<file path="config.mk">
export PLATFORM = sky130hd
export DESIGN_NAME = result_collector
export DESIGN_NICKNAME = d
export VERILOG_FILES = /design/src/rtl/result_collector.sv
export SDC_FILE = /design/constraint.sdc
export NUM_CORES = 1
export LEC_CHECK = 0
export ABC_AREA = 1
export CAP_MARGIN = 40
export CORE_MARGIN = 4
export CORE_UTILIZATION = 49
export DETAILED_ROUTE_END_ITERATION = 10
export PLACE_DENSITY = 0.91
export SLEW_MARGIN = 20
export SYNTH_ARGS = -nofsm -noshare
export SYNTH_HDL_FRONTEND = slang
export SYNTH_SLANG_ARGS = --single-unit
</file>
<file path="constraint.sdc">
create_clock -name clk_i -period 2.7 [get_ports clk_i]
set_clock_uncertainty 0.1 [all_clocks]
set_input_delay 0.54 -clock clk_i [delete_from_list [all_inputs] [get_ports clk_i]]
set_output_delay 0.54 -clock clk_i [all_outputs]
set_load 0.01 [all_outputs]
</file>
<file path="src/rtl/result_collector.sv">
// rtl/result_collector.sv - collects serialized array results into one matrix and hands it downstream.
// Optional: define RESULT_COLLECTOR_RELU_EN to clamp negative words to zero at capture.
module result_collector #(
  parameter int width_p        = 32,
  parameter int array_width_p  = 2,
  parameter int array_height_p = 2,
  localparam int num_words_lp  = array_width_p * array_height_p,
  localparam int idx_w_lp      = (num_words_lp > 1) ? $clog2(num_words_lp) : 1
) (
  input  logic                              clk_i,
  input  logic                              reset_ni,
  input  logic                              en_i,
  input  logic                              start_i,
  output logic                              flush_o,
  input  logic                              valid_i,
  input  logic [width_p-1:0]                data_i,
  output logic                              yumi_o,
  output logic                              valid_o,
  input  logic                              ready_i,
  output logic [width_p*num_words_lp-1:0]   matrix_o,
  output logic                              busy_o,
  output logic [idx_w_lp:0]                 count_o
);

  localparam logic [3:0] IDLE_S    = 4'b0001;
  localparam logic [3:0] FLUSH_S   = 4'b0010;
  localparam logic [3:0] COLLECT_S = 4'b0100;
  localparam logic [3:0] PRESENT_S = 4'b1000;

  localparam logic [idx_w_lp:0] last_idx_lp = (idx_w_lp + 1)'(num_words_lp - 1);
  localparam logic [idx_w_lp:0] max_cnt_lp  = (idx_w_lp + 1)'(num_words_lp);

  logic [3:0]                            state_q, state_d;
  logic [idx_w_lp:0]                     count_q, count_d;
  logic [width_p*num_words_lp-1:0]       mat_q, mat_d;
  logic [width_p-1:0]                    word_in;
  logic                                  capture;

`ifdef RESULT_COLLECTOR_RELU_EN
  assign word_in = data_i[width_p-1] ? '0 : data_i;
`else
  assign word_in = data_i;
`endif

  always_comb begin
    state_d = state_q;
    count_d = count_q;
    mat_d   = mat_q;
    capture = 1'b0;
    if (en_i) begin
      case (state_q)
        IDLE_S: begin
          if (start_i) begin
            state_d = FLUSH_S;
            count_d = '0;
          end
        end
        FLUSH_S: state_d = COLLECT_S;
        COLLECT_S: begin
          if (valid_i) begin
            capture = 1'b1;
            for (int k = 0; k < num_words_lp; k++) begin
              if (count_q == (idx_w_lp + 1)'(k)) begin
                mat_d[k*width_p +: width_p] = word_in;
              end
            end
            if (count_q < max_cnt_lp) begin
              count_d = count_q + 1'b1;
            end
            if (count_q == last_idx_lp) begin
              state_d = PRESENT_S;
            end
          end
        end
        PRESENT_S: begin
          if (ready_i) begin
            state_d = IDLE_S;
            count_d = '0;
          end
        end
        default: state_d = IDLE_S;
      endcase
    end
  end

  always_ff @(posedge clk_i or negedge reset_ni) begin
    if (!reset_ni) begin
      state_q <= IDLE_S;
      count_q <= '0;
      mat_q   <= '0;
    end else begin
      state_q <= state_d;
      count_q <= count_d;
      mat_q   <= mat_d;
    end
  end

  assign flush_o  = en_i && (state_q == FLUSH_S);
  assign yumi_o   = capture;
  assign valid_o  = (state_q == PRESENT_S);
  assign matrix_o = mat_q;
  assign busy_o   = (state_q != IDLE_S);
  assign count_o  = count_q;

endmodule

</file>
==> results.yml, run 1 <==
status:
  run_status: "complete, no violations"
power:
  static-leakage-power_nw: 3.584
  p_per_area_nw_per_um2: 838.0
  max_vdd_drop_mv: 0.4365
synth:
  synth_seq_cells: 135
  synth_fp_nets: 560
  synthCells: 517
  synth_area_per_cell_sq_um: 10.18
  yosys_warnings: 0
  synth.distinct_cells: 21
  leading_cell_types_by_total_area_after_synthesis: "sky130_fd_sc_hd__dfrtp_1, sky130_fd_sc_hd__nand2_1, sky130_fd_sc_hd__o21ai_1"
  synthDominantAreaCellType: "sky130_fd_sc_hd__dfrtp_1"
  post_synth_most_frequent_cells: "sky130_fd_sc_hd__nand2_1, sky130_fd_sc_hd__dfrtp_1, sky130_fd_sc_hd__o21ai_1"
  synth_most_common_cell: "sky130_fd_sc_hd__nand2_1"
  synthDominantCellAreaShare_pct: 63.70
  ys_async_sr_fraction_pct: 100.0
  fraction_of_the_yosys_area_taken_by_sequential_cells_pct: 64.20
  syn-cell-area_sq_um: 5264
  synth-edff-count: 0
  yosys_most_used_dff: "sky130_fd_sc_hd__dfrtp_1"
worst_setup_path:
  timing.critical_path.to_type: "output pin"
  worstSetupPathType: "reg2out"
  worstPathMaxFanout: 4
  cp-start-kind: "register"
  timing.critical_path.arrival_ns: 1.91
  worst-endpoint-required_ns: 2.06
clock_network:
  numClockSinks: 135
  ctsLongestPathBuffers: 2
  clockRootBuffer: "sky130_fd_sc_hd__clkbuf_8"
  cts_tree: "yes"
  ctsHtreeMaxLevel: 4
  cts_setup_buffers: 0
  worstSkewPairLatency_ns: 0.50
  cts.clk_slew.worst_paths_ns: 0.06
  numCtsBuffers: 17
job:
  max-cap-violations: 0
placement:
  gp_routability_congestion: 0.8679
  dp_hpwl_mm: 9.683
  buffer_ports.inserted: 172
timing:
  max_slew_headroom_at_the_worst_pin_pct: 67.30
  tightest_slew_ns: 0.4905
  grt_setup_unrepaired: "false"
  fin_crit_ns: 2.553
  fmax_ghz: 0.3917
  worst_hold_check_slack_ns: 0.3854
  finalHoldViolCount: 0
  setup-violations-final: 0
  finalCritPeriodShare_pct: 94.56
  final_max_slew_viol_count: 0
  setup-tns-final_ns: 0
cells_and_area:
  post_route_cells_drive_above_1_share_pct: 10.88
  n_antenna_cell: 0
  syn_to_final_growth_pct: 46.23
  fin_nets: 738
global_route:
  grt_pass1_vias: 4557
  all_layer_gr_usage_pct: 22.88
  globalRoute.totalOverflow: 0
  maximum_number_of_pins_on_one_net_before_global_route_repair: 68
  antenna_found_initial: 0
  grt_first_pass_wirelength_mm: 23.00
routing:
  drc_violations: 0
  routed_wl_mm: 13.68
  detail_route.first_pass.iterations: 4
  detailroute.via_count: 4261
  viasPerCell: 5.049
  detail_route.iter0.violations: 262
  ant_nets: 0
  route.detailed.wl_per_inst_um: 16.21
min_path:
  min_delay_worst_type: "reg2reg"
die:
  initial_core_util_pct: 50.53
  num_rows: 37
  floorplan.die.height_um: 111.6
  floorplan.die_area_sq_um: 12460
  floorplan.io_pins: 173
  chipWidth_um: 111.6
  core_sq_um: 10420
## cell families (layout without fill, tap and decap cells)
| group | after synthesis | in the layout | share of synthesized area [%] |
|---|---|---|---|
| adders and majority gates | 5 | 5 | 1.188 |
| buffers and inverters | 70 | 261 | 6.275 |
| DFF | 135 | 135 | 64.20 |
| AOI/OAI and AO/OA | 128 | 128 | 13.60 |
| and+or+nand+nor | 179 | 179 | 14.74 |
## metal layers
metal,part of all wire (%),routed length (um),GRT usage (%),vias to the layer above
met4,1.5,199,7.624,0
met1,40,5472,27.29,2074
li1,-,-,-,2016
met2,51,6919,38.33,155
met3,7.9,1087,8.641,16
met5,0,0,0,-
## layout by cell type (no fill, tap or decap)
| master | count |
|---|---|
| sky130_fd_sc_hd__nand2_1 | 150 |
| sky130_fd_sc_hd__nor2_2 | 2 |
| sky130_fd_sc_hd__nand2_2 | 1 |
| sky130_fd_sc_hd__o21ai_2 | 20 |
| sky130_fd_sc_hd__ha_1 | 5 |
| sky130_fd_sc_hd__inv_6 | 2 |
| sky130_fd_sc_hd__o21ai_1 | 108 |
| sky130_fd_sc_hd__buf_4 | 10 |
| sky130_fd_sc_hd__buf_12 | 2 |
| sky130_fd_sc_hd__nand4_1 | 1 |
| sky130_fd_sc_hd__nor2_1 | 6 |
| sky130_fd_sc_hd__inv_1 | 43 |
| sky130_fd_sc_hd__nor2_4 | 2 |
| sky130_fd_sc_hd__nand3_1 | 11 |
| sky130_fd_sc_hd__dfrtp_1 | 134 |
| sky130_fd_sc_hd__clkinv_2 | 2 |
| sky130_fd_sc_hd__or2_1 | 1 |
| sky130_fd_sc_hd__dfstp_2 | 1 |
| sky130_fd_sc_hd__bufinv_16 | 1 |
| sky130_fd_sc_hd__dlygate4sd3_1 | 1 |
| sky130_fd_sc_hd__clkinvlp_4 | 3 |
| sky130_fd_sc_hd__nor2_8 | 1 |
| sky130_fd_sc_hd__clkbuf_16 | 16 |
| sky130_fd_sc_hd__nand2_4 | 1 |
| sky130_fd_sc_hd__inv_2 | 2 |
| sky130_fd_sc_hd__clkdlybuf4s50_1 | 171 |
| sky130_fd_sc_hd__clkinv_4 | 1 |
| sky130_fd_sc_hd__nand3_4 | 3 |
| sky130_fd_sc_hd__clkbuf_8 | 7 |
## through the flow
step                      area [sq um]  util, %  std cells  power, mW  worst slack (ns)
after detailed placement          7099    68.16        811      4.269            0.2084
final                             7697    73.90        844      6.450            0.1469
after CTS                         7695    73.87        844      6.504           0.02941
after global placement            7099    68.16        811      4.188            0.2288
after floorplan                   5264        -        517      3.292             1.173
after global routing              7697    73.90        844      6.791           0.01629
## sequential cells by signal (all words and copies together) (netlist names)
register	flops
state_q	4
count_o	3
matrix_o	128
## where the power goes
group	leakage [nW]	switching, mW	internal, mW
logic	1.45	0.760	0.853
clock network	0.283	0.840	1.37
registers	1.85	0.241	2.38
## layout make-up
type / count / area, sq um
Clock buffer: 23 / 496.7
Tap cell: 136 / 170.2
Timing Repair Buffer: 184 / 1837
Inverter: 45 / 168.9
Fill cell: 702 / 2719
Clock inverter: 9 / 88.84
Sequential cell: 135 / 3379
Multi-Input combinational cell: 312 / 1556
## worst paths after layout
path                              startpoint       endpoint  slack, ns  depth (start not counted)
worst max-delay path              state_q[3]        flush_o       0.15                          4
worst min-delay path            matrix_o[98]   matrix_o[98]       0.39                          2
worst max register to register    state_q[1]   matrix_o[73]       0.88                          8
worst min register to register  matrix_o[98]   matrix_o[98]       0.39                          2
max in group asynchronous           reset_ni  matrix_o[111]       1.25                          3
min in group asynchronous           reset_ni    matrix_o[1]       0.44                          2
## timing repair
item / 4_1_cts / 5_1_grt
hold buffers: 1 / 0
endpoints found under the setup margin: 0 / 1
endpoints found under the hold margin: 35 / 0
resized for setup: 0 / 1
## critical path, stage by stage (launching register included)
cell and delay (ns):
sky130_fd_sc_hd__dfrtp_1 0.44, sky130_fd_sc_hd__nor2_2 0.20, sky130_fd_sc_hd__nand4_1 0.14, sky130_fd_sc_hd__inv_1 0.09, sky130_fd_sc_hd__clkdlybuf4s50_1 0.54
Note: power is estimated with default switching activity, not from simulation.
==> run 2, diff against run 1 <==
Settings changed: HOLD_SLACK_MARGIN set to 0.08.
==> results of run 2 <==
The final DEF is identical to that of run 1; final timing and power are the same.
==> run 3, diff against run 2 <==
Settings changed: PLACE_DENSITY 0.91 to 0.85, SETUP_SLACK_MARGIN set to 0.15.
==> results.yml, run 3 (same netlist as run 1, synthesis figures left out) <==
worst_setup_path:
  worst-endpoint-required_ns: 2.06
  rr_worst_depth: 8
  worstSetupPathType: "reg2out"
  worstPathCellList: "nor2_4 > nand2_1 > inv_1 > clkdlybuf4s50_1"
  critPathMaxStageDelay_ns: 0.53
  crit_family: "buffers and inverters"
  r2r_setup_slack_ns: 0.86
  worst-path-stages: 4
  worstSetupEndpoint: "valid_o"
  reg2reg_to: "matrix_o[90]"
  cp-start-kind: "register"
  worstPathMaxFanout: 5
  timing.critical_path.arrival_ns: 1.84
  worst_r2r_startpoint: "state_q[1]"
  worst_path_max_delay_cell: "sky130_fd_sc_hd__clkdlybuf4s50_1"
  timing.critical_path.to_type: "output pin"
  critical_path.n_buffers_inverters: 2
  critical_path_launch_point: "state_q[1]"
timing:
  finalHoldViolCount: 0
  grt_setup_unrepaired: "true"
  setup-violations-final: 0
  worst_hold_check_slack_ns: 0.3857
  timing.final.ws_setup_ns: 0.2223
  tightest_slew_ns: 0.4460
  final_max_slew_viol_count: 0
  setup-tns-final_ns: 0
  fin_crit_ns: 2.478
  fmax_ghz: 0.4036
  max_slew_headroom_at_the_worst_pin_pct: 70.27
  finalCritPeriodShare_pct: 91.77
power:
  clkPwrFrac_pct: 33.6
  p_int_mw: 4.490
  sw_frac_of_total_pct: 30.05
  static-leakage-power_nw: 3.624
  p_per_area_nw_per_um2: 832.5
  p_seq_share_pct: 40.9
  max_vdd_drop_mv: 0.4336
  comb_power_share_pct: 25.4
  total_switching_power_mw: 1.929
min_path:
  min_delay_worst_type: "reg2reg"
cells_and_area:
  filler_cell_count: 708
  final_common_cell: "sky130_fd_sc_hd__clkdlybuf4s50_1"
  syn_to_final_growth_pct: 46.49
  final_core_util_pct: 74.03
  number_of_flip_flops_in_the_largest_register: 128
  most-common-layout-cells: "sky130_fd_sc_hd__clkdlybuf4s50_1, sky130_fd_sc_hd__nand2_1, sky130_fd_sc_hd__dfrtp_1, sky130_fd_sc_hd__o21ai_1, sky130_fd_sc_hd__inv_1"
  post_route_cells_drive_above_1_share_pct: 11.02
  fin_nets: 738
  n_antenna_cell: 0
status:
  run_status: "complete, no violations"
clock_network:
  ctsLongestPathBuffers: 2
  ctsHtreeMaxLevel: 4
  cts.clk_slew.worst_paths_ns: 0.06
  numCtsBuffers: 17
  cts_tree: "yes"
  clockRootBuffer: "sky130_fd_sc_hd__clkbuf_8"
  worstSkewPairLatency_ns: 0.49
  numClockSinks: 135
placement:
  buffer_ports.inserted: 172
  dp_hpwl_mm: 9.799
  gp_routability_congestion: 0.8347
  post-place-ws_ns: 0.1653
global_route:
  globalRoute.totalOverflow: 0
  grt_first_pass_wirelength_mm: 22.98
  all_layer_gr_usage_pct: 22.84
  grt_pass1_vias: 4412
  maximum_number_of_pins_on_one_net_before_global_route_repair: 65
  antenna_found_initial: 0
die:
  core_sq_um: 10420
  floorplan.io_pins: 173
  floorplan.die.height_um: 111.6
  initial_core_util_pct: 50.53
  floorplan.die_area_sq_um: 12460
  num_rows: 37
  chipWidth_um: 111.6
routing:
  detailroute.via_count: 4301
  route.detailed.wl_per_inst_um: 16.34
  routed_wl_mm: 13.79
  ant_nets: 0
  detail_route.iter0.violations: 348
  viasPerCell: 5.096
  detail_route.first_pass.iterations: 7
  drc_violations: 0
job:
  max-cap-violations: 0
run 3: cell types whose count changed in the layout (fill, tap and decap cells not counted), moves of 2 or more:
cell	before	now
sky130_fd_sc_hd__clkinvlp_4	3	1
sky130_fd_sc_hd__dlymetal6s2s_1	0	2
sky130_fd_sc_hd__dfrtp_1	134	132
sky130_fd_sc_hd__dfrtp_2	0	2
sky130_fd_sc_hd__clkinv_4	1	5
sky130_fd_sc_hd__inv_6	2	5
sky130_fd_sc_hd__buf_12	2	4
sky130_fd_sc_hd__buf_4	10	7
sky130_fd_sc_hd__clkdlybuf4s50_1	171	168
sky130_fd_sc_hd__clkbuf_8	7	1
run 3: power by group through the flow:
stage | Sequential (mW) | Combinational (mW) | Clock (mW)
5_1_grt | 2.67 | 1.78 | 2.30
6_report | 2.63 | 1.63 | 2.16
2_1_floorplan | 2.77 | 0.521 | 0
3_5_place_dp | 2.64 | 1.64 | 0
3_3_place_gp | 2.63 | 1.57 | 0
4_1_cts | 2.62 | 1.64 | 2.19
run 3: tightest hold or removal path, cell delays in order (launching register included):
cell,delay (ns)
sky130_fd_sc_hd__dfrtp_1,0.35
sky130_fd_sc_hd__nand2_1,0.06
sky130_fd_sc_hd__o21ai_2,0.05
run 3: metrics by stage:
stage / std cells / power (mW) / cell area, sq um
finish: 844 / 6.420 / 7711
global route: 844 / 6.754 / 7711
CTS: 843 / 6.456 / 7696
detailed placement: 810 / 4.280 / 7121
global placement: 810 / 4.198 / 7121
floorplan: 517 / 3.292 / 5264
run 3: how the worst min path moves through the flow:
stage,startpoint,endpoint,cells past startpoint
finish,matrix_o[98],matrix_o[98],2
detailed placement,matrix_o[104],matrix_o[104],2
global route,matrix_o[98],matrix_o[98],2
floorplan,reset_ni,count_o[0],0
global placement,matrix_o[113],matrix_o[113],2
CTS,matrix_o[98],matrix_o[98],2
run 3: repair_timing:
action | CTS | global route
setup endpoints to repair | 3 | 3
resized for setup | 3 | 4
endpoints found under the hold margin | 46 | 0
buffers inserted | 0 | 1
hold buffers | 1 | 0
pin swaps | 1 | 1
run 3: layout make-up:
class	count	area [sq um]	share of cell area [%]
repair buffers	184	1869	24.24
well taps	136	170.2	2.207
clock inverters	14	141.4	1.834
clock buffers	18	417.9	5.419
flip-flops and latches	135	3382	43.86
multi-input cells	312	1562	20.25
inverters	45	168.9	2.190
run 3: per-layer routing:
| layer | track usage, % | vias to the layer above | routed length (um) |
|---|---|---|---|
| met3 | 6.141 | 10 | 903 |
| li1 | - | 2031 | - |
| met4 | 4.704 | 0 | 68 |
| met5 | 0 | - | 0 |
| met2 | 39.77 | 181 | 7132 |
| met1 | 28.84 | 2079 | 5688 |
